`config.mk`:
```
export PLATFORM = sky130hd
export DESIGN_NAME = text_fetch_flat
export DESIGN_NICKNAME = d
export VERILOG_FILES = /design/src/rtl/text_fetch_if.sv /design/src/rtl/text_fetch.sv /design/src/flat_wrapper.sv
export SDC_FILE = /design/constraint.sdc
export NUM_CORES = 1
export LEC_CHECK = 0
export ABC_AREA = 1
export CORE_MARGIN = 4
export CORE_UTILIZATION = 44
export DETAILED_ROUTE_END_ITERATION = 8
export PLACE_DENSITY = 0.83
export SETUP_SLACK_MARGIN = 0.5
export SLEW_MARGIN = 20
export SYNTH_ARGS = -nofsm -noshare
export SYNTH_HDL_FRONTEND = slang
export SYNTH_SLANG_ARGS = --single-unit
```
`constraint.sdc`:
```
create_clock -name clk -period 2.41 [get_ports clk]
set_clock_uncertainty 0.2 [all_clocks]
set_input_delay 0.482 -clock clk [delete_from_list [all_inputs] [get_ports clk]]
set_output_delay 0.482 -clock clk [all_outputs]
set_load 0.05 [all_outputs]
```
`src/rtl/text_fetch_if.sv`:
```
// Pixel-side and memory-side signals of the text_fetch character pipeline.
// The slave modport is the text_fetch view; master is the timing/memory side.
interface text_fetch_if;
   logic [9:0]  px_x;
   logic [9:0]  px_y;
   logic        in_active;
   logic        in_hsync;
   logic        in_vsync;
   logic [11:0] ram_addr;
   logic [7:0]  ram_data;
   logic [11:0] font_addr;
   logic [7:0]  font_data;
   logic        pix_on;
   logic        out_active;
   logic        out_hsync;
   logic        out_vsync;

   modport slave (
      input  px_x, px_y, in_active, in_hsync, in_vsync, ram_data, font_data,
      output ram_addr, font_addr, pix_on, out_active, out_hsync, out_vsync
   );

   modport master (
      output px_x, px_y, in_active, in_hsync, in_vsync, ram_data, font_data,
      input  ram_addr, font_addr, pix_on, out_active, out_hsync, out_vsync
   );
endinterface

```
`src/rtl/text_fetch.sv`:
```
// Four-stage text-mode pixel fetch: screen RAM -> font ROM -> pixel, 4 clk latency.
// Optional reverse video for codes 0x80-0xFF when TEXT_REVERSE_VIDEO_EN is defined.
module text_fetch #(
   parameter int unsigned COLS = 80,
   parameter int unsigned ROWS = 30
) (
   input logic         clk,
   input logic         rst,
   text_fetch_if.slave bus
);

   localparam logic [10:0] X_LIM = 11'(COLS * 8);
   localparam logic [10:0] Y_LIM = 11'(ROWS * 16);

   logic [3:0]  r_vld;
   logic [11:0] r_ram_addr;
   logic [3:0]  r_line1, r_line2;
   logic [2:0]  r_bit1, r_bit2, r_bit3;
   logic        r_blank1, r_blank2, r_blank3;
   // sideband packed as {active, hsync, vsync}
   logic [2:0]  r_side1, r_side2, r_side3;
   logic        r_pix4, r_act4, r_hs4, r_vs4;
`ifdef TEXT_REVERSE_VIDEO_EN
   logic        r_rev3;
`endif

   logic        w_blank;
   logic        w_glyph_bit;
   logic        w_pix;

   assign w_blank = ~bus.in_active
                  | ({1'b0, bus.px_x} >= X_LIM)
                  | ({1'b0, bus.px_y} >= Y_LIM);

   assign bus.ram_addr = r_ram_addr;

`ifdef TEXT_REVERSE_VIDEO_EN
   assign bus.font_addr = {1'b0, bus.ram_data[6:0], r_line2};
`else
   assign bus.font_addr = {bus.ram_data, r_line2};
`endif

   // font_data is the ROM's own output register, so it stands as the stage-3 data copy
   always_comb begin
      w_glyph_bit = bus.font_data[3'd7 - r_bit3];
`ifdef TEXT_REVERSE_VIDEO_EN
      w_pix = (w_glyph_bit ^ r_rev3) & ~r_blank3;
`else
      w_pix = w_glyph_bit & ~r_blank3;
`endif
   end

   always_ff @(posedge clk) begin
      if (rst) begin
         r_vld      <= '0;
         r_ram_addr <= '0;
         r_line1    <= '0;
         r_line2    <= '0;
         r_bit1     <= '0;
         r_bit2     <= '0;
         r_bit3     <= '0;
         r_blank1   <= 1'b0;
         r_blank2   <= 1'b0;
         r_blank3   <= 1'b0;
         r_side1    <= '0;
         r_side2    <= '0;
         r_side3    <= '0;
         r_pix4     <= 1'b0;
         r_act4     <= 1'b0;
         r_hs4      <= 1'b1;
         r_vs4      <= 1'b1;
`ifdef TEXT_REVERSE_VIDEO_EN
         r_rev3     <= 1'b0;
`endif
      end else begin
         r_vld      <= {r_vld[2:0], 1'b1};
         r_ram_addr <= {bus.px_y[8:4], bus.px_x[9:3]};
         r_line1    <= bus.px_y[3:0];
         r_bit1     <= bus.px_x[2:0];
         r_blank1   <= w_blank;
         r_side1    <= {bus.in_active, bus.in_hsync, bus.in_vsync};

         r_line2    <= r_line1;
         r_bit2     <= r_bit1;
         r_blank2   <= r_blank1;
         r_side2    <= r_side1;

         r_bit3     <= r_bit2;
         r_blank3   <= r_blank2;
         r_side3    <= r_side2;
`ifdef TEXT_REVERSE_VIDEO_EN
         r_rev3     <= bus.ram_data[7];
`endif

         r_pix4     <= w_pix;
         r_act4     <= r_side3[2];
         r_hs4      <= r_side3[1];
         r_vs4      <= r_side3[0];
      end
   end

   // outputs hold idle values until the first post-reset sample reaches stage 4
   assign bus.pix_on     = r_vld[3] & r_pix4;
   assign bus.out_active = r_vld[3] & r_act4;
   assign bus.out_hsync  = ~r_vld[3] | r_hs4;
   assign bus.out_vsync  = ~r_vld[3] | r_vs4;

endmodule
```
`src/flat_wrapper.sv`:
```
// flat-port wrapper written by rule: the top's interface ports become plain ports
module text_fetch_flat 
#(
   parameter int unsigned COLS = 80,
   parameter int unsigned ROWS = 30
)
  (clk, rst, bus_px_x, bus_px_y, bus_in_active, bus_in_hsync, bus_in_vsync, bus_ram_data, bus_font_data, bus_ram_addr, bus_font_addr, bus_pix_on, bus_out_active, bus_out_hsync, bus_out_vsync);
  text_fetch_if bus_i ();
  input logic clk;
  input logic rst;
  input wire logic [$bits(bus_i.px_x)-1:0] bus_px_x;
  input wire logic [$bits(bus_i.px_y)-1:0] bus_px_y;
  input wire logic [$bits(bus_i.in_active)-1:0] bus_in_active;
  input wire logic [$bits(bus_i.in_hsync)-1:0] bus_in_hsync;
  input wire logic [$bits(bus_i.in_vsync)-1:0] bus_in_vsync;
  input wire logic [$bits(bus_i.ram_data)-1:0] bus_ram_data;
  input wire logic [$bits(bus_i.font_data)-1:0] bus_font_data;
  output wire logic [$bits(bus_i.ram_addr)-1:0] bus_ram_addr;
  output wire logic [$bits(bus_i.font_addr)-1:0] bus_font_addr;
  output wire logic [$bits(bus_i.pix_on)-1:0] bus_pix_on;
  output wire logic [$bits(bus_i.out_active)-1:0] bus_out_active;
  output wire logic [$bits(bus_i.out_hsync)-1:0] bus_out_hsync;
  output wire logic [$bits(bus_i.out_vsync)-1:0] bus_out_vsync;
  assign bus_i.px_x = bus_px_x;
  assign bus_i.px_y = bus_px_y;
  assign bus_i.in_active = bus_in_active;
  assign bus_i.in_hsync = bus_in_hsync;
  assign bus_i.in_vsync = bus_in_vsync;
  assign bus_i.ram_data = bus_ram_data;
  assign bus_i.font_data = bus_font_data;
  assign bus_ram_addr = bus_i.ram_addr;
  assign bus_font_addr = bus_i.font_addr;
  assign bus_pix_on = bus_i.pix_on;
  assign bus_out_active = bus_i.out_active;
  assign bus_out_hsync = bus_i.out_hsync;
  assign bus_out_vsync = bus_i.out_vsync;
  text_fetch #(.COLS(COLS), .ROWS(ROWS)) u_core (.clk(clk), .rst(rst), .bus(bus_i));
endmodule
```
# Word level (Yosys, flattened, before mapping)
# Index checks and enable logic that the tools add are counted.
totals:
  output_inout_bits: 28
  in_bits: 41
  elab_cells: 35
  ff_bits: 49
classes:
  bitwise: 10
  n_mux: 3
  add_sub_neg: 1
  magnitude_cmp: 3
op_table:
  columns: ["op", "n"]
  rows:
  - ["$ge A10 B10 Y1 const B", 1]
  - ["$ge A10 B9 Y1 const B", 1]
  - ["$lt A3 B4 Y1 const B", 1]
  - ["$or A1 B1 Y1", 4]
  - ["$and A1 B1 Y1", 3]
  - ["$bmux W1 S3", 1]
  - ["$not A1 Y1", 3]
  - ["$sub A3 B3 Y3 const A", 1]
  - ["$mux W1", 2]

# Logic depth before layout (Yosys ltp)
# Gate-level depths: netlist of run 1.
depth:
  depth_word: 4
  mapped_depth: 7
  mapped_depth_nobuf: 7

# Least setup slack after synthesis of run 1
# No wires, ideal clock.
synth_timing:
  path_kind: "register to output"
  from: "register u_core.r_vld[3]"
  to: "output bus_pix_on"
  setup_slack_ns: 1.029
  required_ns: 1.728
  n_path_buf: 0
  arrival_time_ns: 0.699
  path_stages_with_launch: 3
  path_cell_list: "dfxtp_1 nand2_1 inv_1"
synth_between:
  elab_chain_len: 1
synth_rtl:
  columns: ["element", "line", "rtl"]
  rows:
  - ["start: declaration", "text_fetch.sv:15", "logic [3:0] r_vld;"]
  - ["start signal: assignment", "text_fetch.sv:76", "r_vld <= {r_vld[2:0], 1'b1};"]
  - ["$and A1 B1 Y1", "text_fetch.sv:103", "assign bus.pix_on = r_vld[3] & r_pix4;"]
  - ["end: declaration", "flat_wrapper.sv:20", "output wire logic [$bits(bus_i.pix_on)-1:0] bus_pix_on;"]
# Every way passes these cells.

# Worst setup path in the final report of run 1
layout_timing:
  from: "register u_core.r_ram_addr[10] (netlist: u_core.bus.ram_addr[10])"
  to: "output bus_ram_addr[10]"
layout_lines:
  columns: ["element", "line", "rtl"]
  rows:
  - ["start: declaration", "text_fetch.sv:16", "logic [11:0] r_ram_addr;"]
  - ["start signal: assignment", "text_fetch.sv:77", "r_ram_addr <= {bus.px_y[8:4], bus.px_x[9:3]};"]
  - ["end: declaration", "flat_wrapper.sv:18", "output wire logic [$bits(bus_i.ram_addr)-1:0] bus_ram_addr;"]
# No word-level cell between the ends.

==> results.yml, run 1 <==
finish:
  mostFrequentLayoutCells: "inv_1, nor2_1, dfxtp_1, clkdlybuf4s50_1, nand2_1"
  n_antenna_cell: 0
  design_area_mm2: 0.00206
  mostFrequentLayoutCell: "inv_1"
  final_util_pct: 60.8
  ff_latch_area_um2: 981
  multi_input_area_um2: 293
  syn2layout_area_growth_pct: 31.5
  nNetsFinal: 279
  final_layout_size_suffix_gt1_share_pct: 9.66
  fill_cells: 299
min_path:
  hold_class: "reg -> reg"
  min-delay-start: "u_core.r_side1[1]$_SDFF_PP0_"
  whs_path_depth: 2
  worstHoldEndpoint: "u_core.r_side2[1]$_SDFF_PP0_"
global_route:
  groute.usage.overall_pct: 11.8
  grt_pass1_wl_um: 3930
  first_global_vias: 1034
  grt_max_degree: 42
  grt.overflow.total: 0
  antenna_found_initial: 0
timing:
  maxSlewViolCount: 0
  worstMarginPinSlew_ps: 644
  period_share_pct: 77.3
  period_minus_slack_ps: 1860
  setup_ws_ps: 547
  slew_headroom_pct: 57.0
  fin_setup_tns_ps: 0
  rsz0062_at_grt: "true"
  hold_viol: 0
  setup_viol: 0
  fmax_mhz: 537
synth:
  yosys_warnings: 0
  syn_nets: 232
  syn_area_per_cell_um2: 8.21
  synth_cell_types: 11
  ys_seq_area_share_pct: 62.6
  yosys_register_bits: 49
  synthCells: 191
  synth_area_mm2: 0.00157
floorplanning:
  initial_utilization_pct: 46.3
  num_rows: 21
  io_pins: 69
  die_w_um: 67.7
  core_mm2: 0.00339
  die_area_mm2: 0.00458
  die_h_um: 67.7
worst_setup_path:
  crit_arrival_ps: 1180
  cp_cell_sequence: "clkdlybuf4s15_1"
  critPathBufInv: 1
  r2r_slack_ps: 1300
  cp_top_family: "buffers and inverters"
  crit_type: "reg -> out"
  critPathSlowestCell: "clkdlybuf4s15_1"
  max_stage_delay_ps: 500
  r2r_start: "u_core.r_bit3[0]$_SDFF_PP0_"
  worstSetupStartpointType: "flip-flop"
  required_ps: 1730
  crit_fanout: 1
  endpoint_kind: "output pin"
  reg2reg_to: "u_core.r_pix4$_SDFF_PP0_"
  r2r_cells: 7
drt:
  drc: 0
  drt-total-wl_um: 2410
  wire_per_inst_um: 8.48
  ant_nets: 0
  num_vias: 1133
  vias_per_cell: 3.99
  drt-initial-drc-count: 23
  drt_first_pass_iters: 3
power:
  clock_power_share_pct: 25.9
  pwr-share-seq_pct: 61.7
  combPwrFrac_pct: 12.4
  power_switching_mw: 0.328
  internal_power_mw: 1.06
  swShare_pct: 23.6
  pwr_density_cell_mw_per_mm2: 674
  p_leak_nw: 1.04
  peakVddDrop_mv: 0.369
clocking:
  cts-root-buf: "clkbuf_4"
  clk_pin_slew_ps: 120
  tritoncts: "done"
  clkLatencyLatePin_ps: 350
  clk_path_buf_depth: 2
  htree_levels: 2
  cts_buffers: 5
  ctsHoldBuffers: 0
  clock_sinks: 49
place:
  dpl.hpwl_um: 1830
  dp_slack_ps: 414
  placedInstanceArea_mm2: 0.00206
  place_congestion: 0.653
  port_buffers: 52
flow_run:
  maxCapViolCount: 0
outcome:
  status: "finished, final reports clean"
[synth_stat cells]
library cell | instances | area, µm²
buf_2 | 4 | 20.0
nand2_1 | 16 | 60.1
nor2_1 | 49 | 184
o21ai_0 | 1 | 5.00
inv_1 | 54 | 203
dfxtp_1 | 49 | 981
nand3_1 | 5 | 25.0
nand4_1 | 1 | 6.26
buf_4 | 9 | 67.6
or2_2 | 2 | 12.5
inv_2 | 1 | 3.75
[how the worst max path moves through the flow]
stage / startpoint / to / slack [ps] / cells after the start
detailed placement: u_core.r_vld[3]$_SDFF_PP0_ / bus_out_active / 410 / 3
global placement: u_core.r_vld[3]$_SDFF_PP0_ / bus_out_active / 420 / 3
finish: u_core.bus.ram_addr[10]$_SDFF_PP0_ / bus_ram_addr[10] / 550 / 1
floorplan: u_core.r_vld[3]$_SDFF_PP0_ / bus_pix_on / 1030 / 2
global route: u_core.r_vld[3]$_SDFF_PP0_ / bus_out_active / 490 / 3
CTS: u_core.r_vld[3]$_SDFF_PP0_ / bus_out_active / 280 / 3
[power groups by stage]
stage	logic, mW	clock network [mW]	registers, mW
global placement	0.182	0	0.875
finish	0.173	0.360	0.858
detailed placement	0.185	0	0.877
CTS	0.177	0.377	0.859
global route	0.191	0.401	0.862
floorplan	0.0871	0	0.922
[what timing repair did]
item / 4_1_cts / 5_1_grt
buffers inserted: 0 / 0
gates resized for setup: 35 / 21
endpoints found under the hold margin: 0 / 0
cloned: 0 / 0
endpoints found under the setup margin: 20 / 17
[metrics by stage]
step	total power [mW]	hold WS, ps	std cells
floorplan	1.01	188	191
global placement	1.06	189	277
detailed placement	1.06	193	277
CTS	1.41	208	284
global route	1.45	223	284
finish	1.39	204	284
[registers in the layout, indices dropped and copies added (netlist names)]
| name | cells |
|---|---|
| u_core.bus.ram_addr | 12 |
| u_core.r_act4 | 1 |
| u_core.r_bit1 | 3 |
| u_core.r_bit2 | 3 |
| u_core.r_bit3 | 3 |
| u_core.r_blank1 | 1 |
| u_core.r_blank2 | 1 |
| u_core.r_blank3 | 1 |
| u_core.r_hs4 | 1 |
| u_core.r_line1 | 4 |
| u_core.r_line2 | 4 |
| u_core.r_pix4 | 1 |
| u_core.r_side1 | 3 |
| u_core.r_side2 | 3 |
| u_core.r_side3 | 3 |
| u_core.r_vld | 4 |
| u_core.r_vs4 | 1 |
[metal layers]
layer | track usage (%) | routed length (µm) | vias up | share of wire, %
li1 | - | - | 608 | -
met1 | 10.4 | 934 | 474 | 39
met2 | 21.0 | 1090 | 45 | 45
met3 | 6.49 | 341 | 6 | 14
met4 | 6.84 | 42 | 0 | 1.7
met5 | 0 | 0 | - | 0
[kinds of logic (layout without fill, tap and decap cells)]
| family | Yosys count | in the layout | synth area share, % |
|---|---|---|---|
| flops | 49 | 49 | 62.6 |
| buf+inv | 68 | 115 | 18.8 |
| simple gates | 73 | 73 | 18.4 |
| compound gates | 1 | 1 | 0.319 |
[area by class of cell]
type,instances,area share (%)
Sequential cell,49,47.6
Timing Repair Buffer,53,22.8
Multi-Input combinational cell,74,14.2
Inverter,55,10.0
Tap cell,46,2.79
Clock buffer,7,2.67
Power figures use the tool's default switching activity.
==> run 2, diff against run 1 <==
- CORE_UTILIZATION: 44 -> 41
- PLACE_DENSITY: 0.83 -> 0.79
- clock period: 2.41 -> 1.8 ns (I/O delays scaled with it)
==> run 2 against run 1 <==
Net effect:
- wire length increased by 9.6%
- combinational power increased by 54%
- sequential power grew 35%
- clock power is 66% higher
- non-clock buffer count rose by 1
- worst hold slack got worse by 7.1 ps
- flip-flop and latch count unchanged
- first-iteration DRC count increased by 96%
- via count rose by 0.26%
- cell area rose by 11%
- cell count is 1.4% higher
- die area up 6.4%
- highest routed layer unchanged
==> results.yml, run 2 (synthesized netlist as in run 1, its figures left out) <==
clocking:
  htree_levels: 2
  clkLatencyLatePin_ps: 290
  tritoncts: "done"
  post-cts-setup-buffer-count: 0
  clock_sinks: 49
  clk_path_buf_depth: 2
  cts_buffers: 5
  cts-root-buf: "clkbuf_8"
  clk_pin_slew_ps: 80
  ctsHoldBuffers: 0
finish:
  design_area_mm2: 0.00229
  largest_reg_flops: 12
  multi_input_area_um2: 300
  mostFrequentLayoutCell: "inv_1"
  final_layout_size_suffix_gt1_share_pct: 22.1
  nNetsFinal: 280
  fill_cells: 312
  ff_latch_area_mm2: 0.00100
  syn2layout_area_growth_pct: 46.4
  n_antenna_cell: 0
  mostFrequentLayoutCells: "inv_1, nor2_1, dfxtp_1, clkdlybuf4s50_1, dfxtp_2"
global_route:
  antenna_found_initial: 0
  first_global_vias: 1125
  grt_pass1_wl_um: 4460
  grt_max_degree: 26
  grt.overflow.total: 0
  groute.usage.overall_pct: 11.4
place:
  dpl.hpwl_um: 1930
  port_buffers: 52
  place_congestion: 0.822
  placedInstanceArea_mm2: 0.00207
timing:
  hold_viol: 0
  fmax_mhz: 676
  period_share_pct: 82.2
  fin_setup_tns_ps: 0
  worstMarginPinSlew_ps: 252
  maxSlewViolCount: 0
  rsz0062_at_grt: "true"
  setup_viol: 0
  period_minus_slack_ps: 1480
  slew_headroom_pct: 83.2
floorplanning:
  die_area_mm2: 0.00488
  io_pins: 69
  num_rows: 22
  die_w_um: 69.8
  initial_utilization_pct: 42.5
  core_mm2: 0.00369
  die_h_um: 69.8
power:
  pwr_density_cell_mw_per_mm2: 882
  internal_power_mw: 1.55
  p_leak_nw: 1.12
  peakVddDrop_mv: 0.617
  combPwrFrac_pct: 13.2
  power_switching_mw: 0.473
  pwr-share-seq_pct: 57.3
  swShare_pct: 23.4
  finalPower_mw: 2.02
  clock_power_share_pct: 29.5
drt:
  num_vias: 1136
  drt-initial-drc-count: 45
  vias_per_cell: 3.94
  drt-total-wl_um: 2640
  wire_per_inst_um: 9.17
  drc: 0
  ant_nets: 0
  drt_first_pass_iters: 3
min_path:
  hold_class: "in -> reg"
worst_setup_path:
  critPathBufInv: 2
  critPathSlowestCell: "dfxtp_4"
  endpoint_kind: "output pin"
  worstSetupStartpointType: "flip-flop"
  crit_fanout: 4
  crit_arrival_ps: 920
  required_ps: 1240
  max_stage_delay_ps: 380
  crit_type: "reg -> out"
  cp_cell_sequence: "nand2_2, inv_2, buf_12"
  cp_top_family: "flip-flops"
flow_run:
  maxCapViolCount: 0
outcome:
  status: "finished, final reports clean"
## run 2: changes by cell type in the layout (fill, tap and decap cells not counted), moves of 3 or more
cell             before  now
dfxtp_1              49   32
dfxtp_2               0   16
buf_8                 0   14
clkbuf_2              9    0
clkdlybuf4s15_1       8    0
clkbuf_4              5    0
buf_12                0    4
clkbuf_8              1    5
nand2_1              16   13
nand2_2               0    3
## run 2: repair_timing
action	4_1_cts	5_1_grt
pin swaps	0	2
gates resized for setup	50	3
endpoints found under the setup margin	20	20
## run 2: cell type report
class | instances | area share [%]
tap | 48 | 2.62
multi-input combinational | 74 | 13.1
inverter | 55 | 9.00
timing repair buffer | 54 | 28.0
clock buffer | 8 | 3.49
sequential | 49 | 43.8
## run 2: power groups by stage
stage	clock network [mW]	registers, mW	logic (mW)
after detailed placement	0	1.18	0.246
after CTS	0.615	1.16	0.269
after global routing	0.661	1.16	0.290
after global placement	0	1.17	0.242
after floorplan	0	1.24	0.117
final	0.597	1.16	0.267
## run 2: through the flow
stage          utilization [%]  hold WS, ps  setup slack [ps]  cells
2_1_floorplan                -          188               541    191
3_3_place_gp              56.1          189               333    280
3_5_place_dp              56.1          193               329    280
4_1_cts                   61.9          197               308    288
5_1_grt                   62.2          202               277    288
6_report                  62.2          197               321    288
## run 2: metal layers
layer | wire length, µm | vias to the layer above | global-route usage [%]
met5 | 0 | - | 0
met4 | 35 | 0 | 4.68
li1 | - | 608 | -
met1 | 963 | 482 | 10.8
met3 | 378 | 4 | 7.97
met2 | 1260 | 42 | 19.0
## run 2: final timing paths
path | start | to | slack (ps) | cells after the start
worst min register to register | u_core.r_side2[1]$_SDFF_PP0_ | u_core.r_side3[1]$_SDFF_PP0_ | 200 | 2
worst max register to register | u_core.r_bit3[0]$_SDFF_PP0_ | u_core.r_pix4$_SDFF_PP0_ | 700 | 7
worst max-delay path | u_core.r_vld[3]$_SDFF_PP0_ | bus_out_active | 320 | 3
worst min-delay path | rst | u_core.r_bit1[1]$_SDFF_PP0_ | 200 | 2
==> run 3, diff against run 2 <==
- clock period: 1.8 -> 1.4 ns (I/O delays scaled with it)
==> run 3 against run 2 <==
Net effect:
- the flow now finishes with violations (setup timing)
- sequential power up 27%
- power increased by 45%
- die area unchanged
- first-iteration DRC count shrank 64%
- cell count grew 0.69%
- worst hold slack lost 93 ps
- sequential share of layout area is 2.5 points lower
- count of clock-buffer cells in the layout decreased by 2
- critical path type unchanged
- largest power group unchanged
- highest routed layer unchanged
==> results.yml, run 3 (synthesized netlist as in run 1, its figures left out) <==
floorplanning:
  die_area_mm2: 0.00488
  die_h_um: 69.8
  num_rows: 22
  io_pins: 69
  core_mm2: 0.00369
  die_w_um: 69.8
  initial_utilization_pct: 42.5
power:
  swShare_pct: 22.2
  p_leak_nw: 1.24
  pwr_density_cell_mw_per_mm2: 1160
  internal_power_mw: 2.28
  combPwrFrac_pct: 13.0
  clock_power_share_pct: 36.8
  power_switching_mw: 0.653
  peakVddDrop_mv: 0.887
  pwr-share-seq_pct: 50.2
clocking:
  tritoncts: "done"
  cts-root-buf: "clkbuf_8"
  clkLatencyLatePin_ps: 300
  clk_path_buf_depth: 2
  clock_sinks: 49
  htree_levels: 2
  clk_pin_slew_ps: 90
  post-cts-setup-buffer-count: 0
  cts_buffers: 5
timing:
  fmax_mhz: 686
  setup_viol: 2
  period_share_pct: 104
  period_minus_slack_ps: 1460
  whs_ps: 104
  maxSlewViolCount: 0
  hold_viol: 0
  slew_headroom_pct: 84.9
  worstMarginPinSlew_ps: 227
  setup_ws_ps: -57.6
  rsz0062_at_grt: "true"
global_route:
  antenna_found_initial: 0
  groute.usage.overall_pct: 11.8
  grt_max_degree: 24
  grt_pass1_wl_um: 4510
  grt.overflow.total: 0
  first_global_vias: 1135
drt:
  vias_per_cell: 4.10
  drc: 0
  num_vias: 1188
  drt_first_pass_iters: 4
  drt-initial-drc-count: 16
  wire_per_inst_um: 9.51
  drt-total-wl_um: 2760
  ant_nets: 0
worst_setup_path:
  r2r_start: "u_core.r_bit3[0]$_SDFF_PP0_"
  endpoint_kind: "output pin"
  reg2reg_to: "u_core.r_pix4$_SDFF_PP0_"
  crit_fanout: 4
  crit_type: "reg -> out"
  crit_arrival_ps: 980
  worstSetupStartpointType: "flip-flop"
  required_ps: 920
  r2r_slack_ps: 340
  r2r_cells: 6
finish:
  n_antenna_cell: 0
  syn2layout_area_growth_pct: 62.1
  mostFrequentLayoutCell: "inv_1"
  stdcell_count: 290
  mostFrequentLayoutCells: "inv_1, nor2_1, dfxtp_1, buf_12, clkdlybuf4s50_1"
  nNetsFinal: 282
  largest_reg_flops: 12
  fill_cells: 299
  final_layout_size_suffix_gt1_share_pct: 26.9
place:
  port_buffers: 52
  dp_cells: 282
  place_congestion: 0.854
  dpl.hpwl_um: 2150
min_path:
  hold_class: "in -> reg"
  whs_path_depth: 2
  min-delay-start: "rst"
  worstHoldEndpoint: "u_core.r_bit2[1]$_SDFF_PP0_"
flow_run:
  maxCapViolCount: 0
outcome:
  status: "finished, violations left"
  violations: "setup timing"
run 3: through the flow:
stage | setup TNS (ps) | total power, mW | worst slack, ps | util, % | area (µm²)
after CTS | -175 | 2.97 | -72.0 | 68.2 | 2520
after detailed placement | 0 | 1.90 | 14.8 | 64.6 | 2380
after global routing | -236 | 3.05 | -93.2 | 68.9 | 2540
after global placement | 0 | 1.89 | 60.7 | 64.6 | 2380
after floorplan | 0 | 1.74 | 293 | - | 1690
final | -113 | 2.94 | -57.6 | 68.9 | 2540
run 3: timing repair:
item,4_1_cts,5_1_grt
hold buffers,0,0
gates resized for setup,13,8
setup endpoints to repair,22,22
pin swaps,8,7
run 3: area by class of cell:
cell class | instances | area, µm² | share of cell area (%)
clock inverter | 2 | 35.0 | 1.38
sequential | 49 | 1050 | 41.3
inverter | 55 | 216 | 8.52
multi-input combinational | 74 | 335 | 13.2
timing repair buffer | 56 | 752 | 29.6
tap | 48 | 60.1 | 2.36
clock buffer | 6 | 93.8 | 3.69
run 3: worst max-delay path by stage:
stage                                          start                    endpoint  cells after the start
after detailed placement                 bus_px_x[8]  u_core.r_blank1$_SDFF_PP0_                      5
after global routing      u_core.r_vld[3]$_SDFF_PP0_                  bus_pix_on                      3
after CTS                 u_core.r_vld[3]$_SDFF_PP0_                  bus_pix_on                      3
final                     u_core.r_vld[3]$_SDFF_PP0_                  bus_pix_on                      3
after global placement                   bus_px_x[8]  u_core.r_blank1$_SDFF_PP0_                      5
after floorplan           u_core.r_vld[3]$_SDFF_PP0_              bus_out_active                      2
run 3: worst max-delay path: stages, from the launching register on:
cell	delay, ps
dfxtp_4	380
nand2_4	60
clkinvlp_4	80
buf_12	150
run 3: power groups by stage:
stage                     Sequential [mW]  Clock, mW  Combinational (mW)
after detailed placement             1.51          0               0.390
final                                1.47       1.08               0.382
after floorplan                      1.58          0               0.164
after CTS                            1.48       1.11               0.383
after global placement               1.51          0               0.381
after global routing                 1.48       1.16               0.409
run 3: layer usage:
layer	up-vias	GRT usage [%]	wire (µm)	share of wire (%)
li1	617	-	-	-
met1	509	9.07	910	33
met2	52	20.7	1330	48
met3	10	9.71	443	16
met4	0	5.53	78	2.8
met5	-	0	0	0
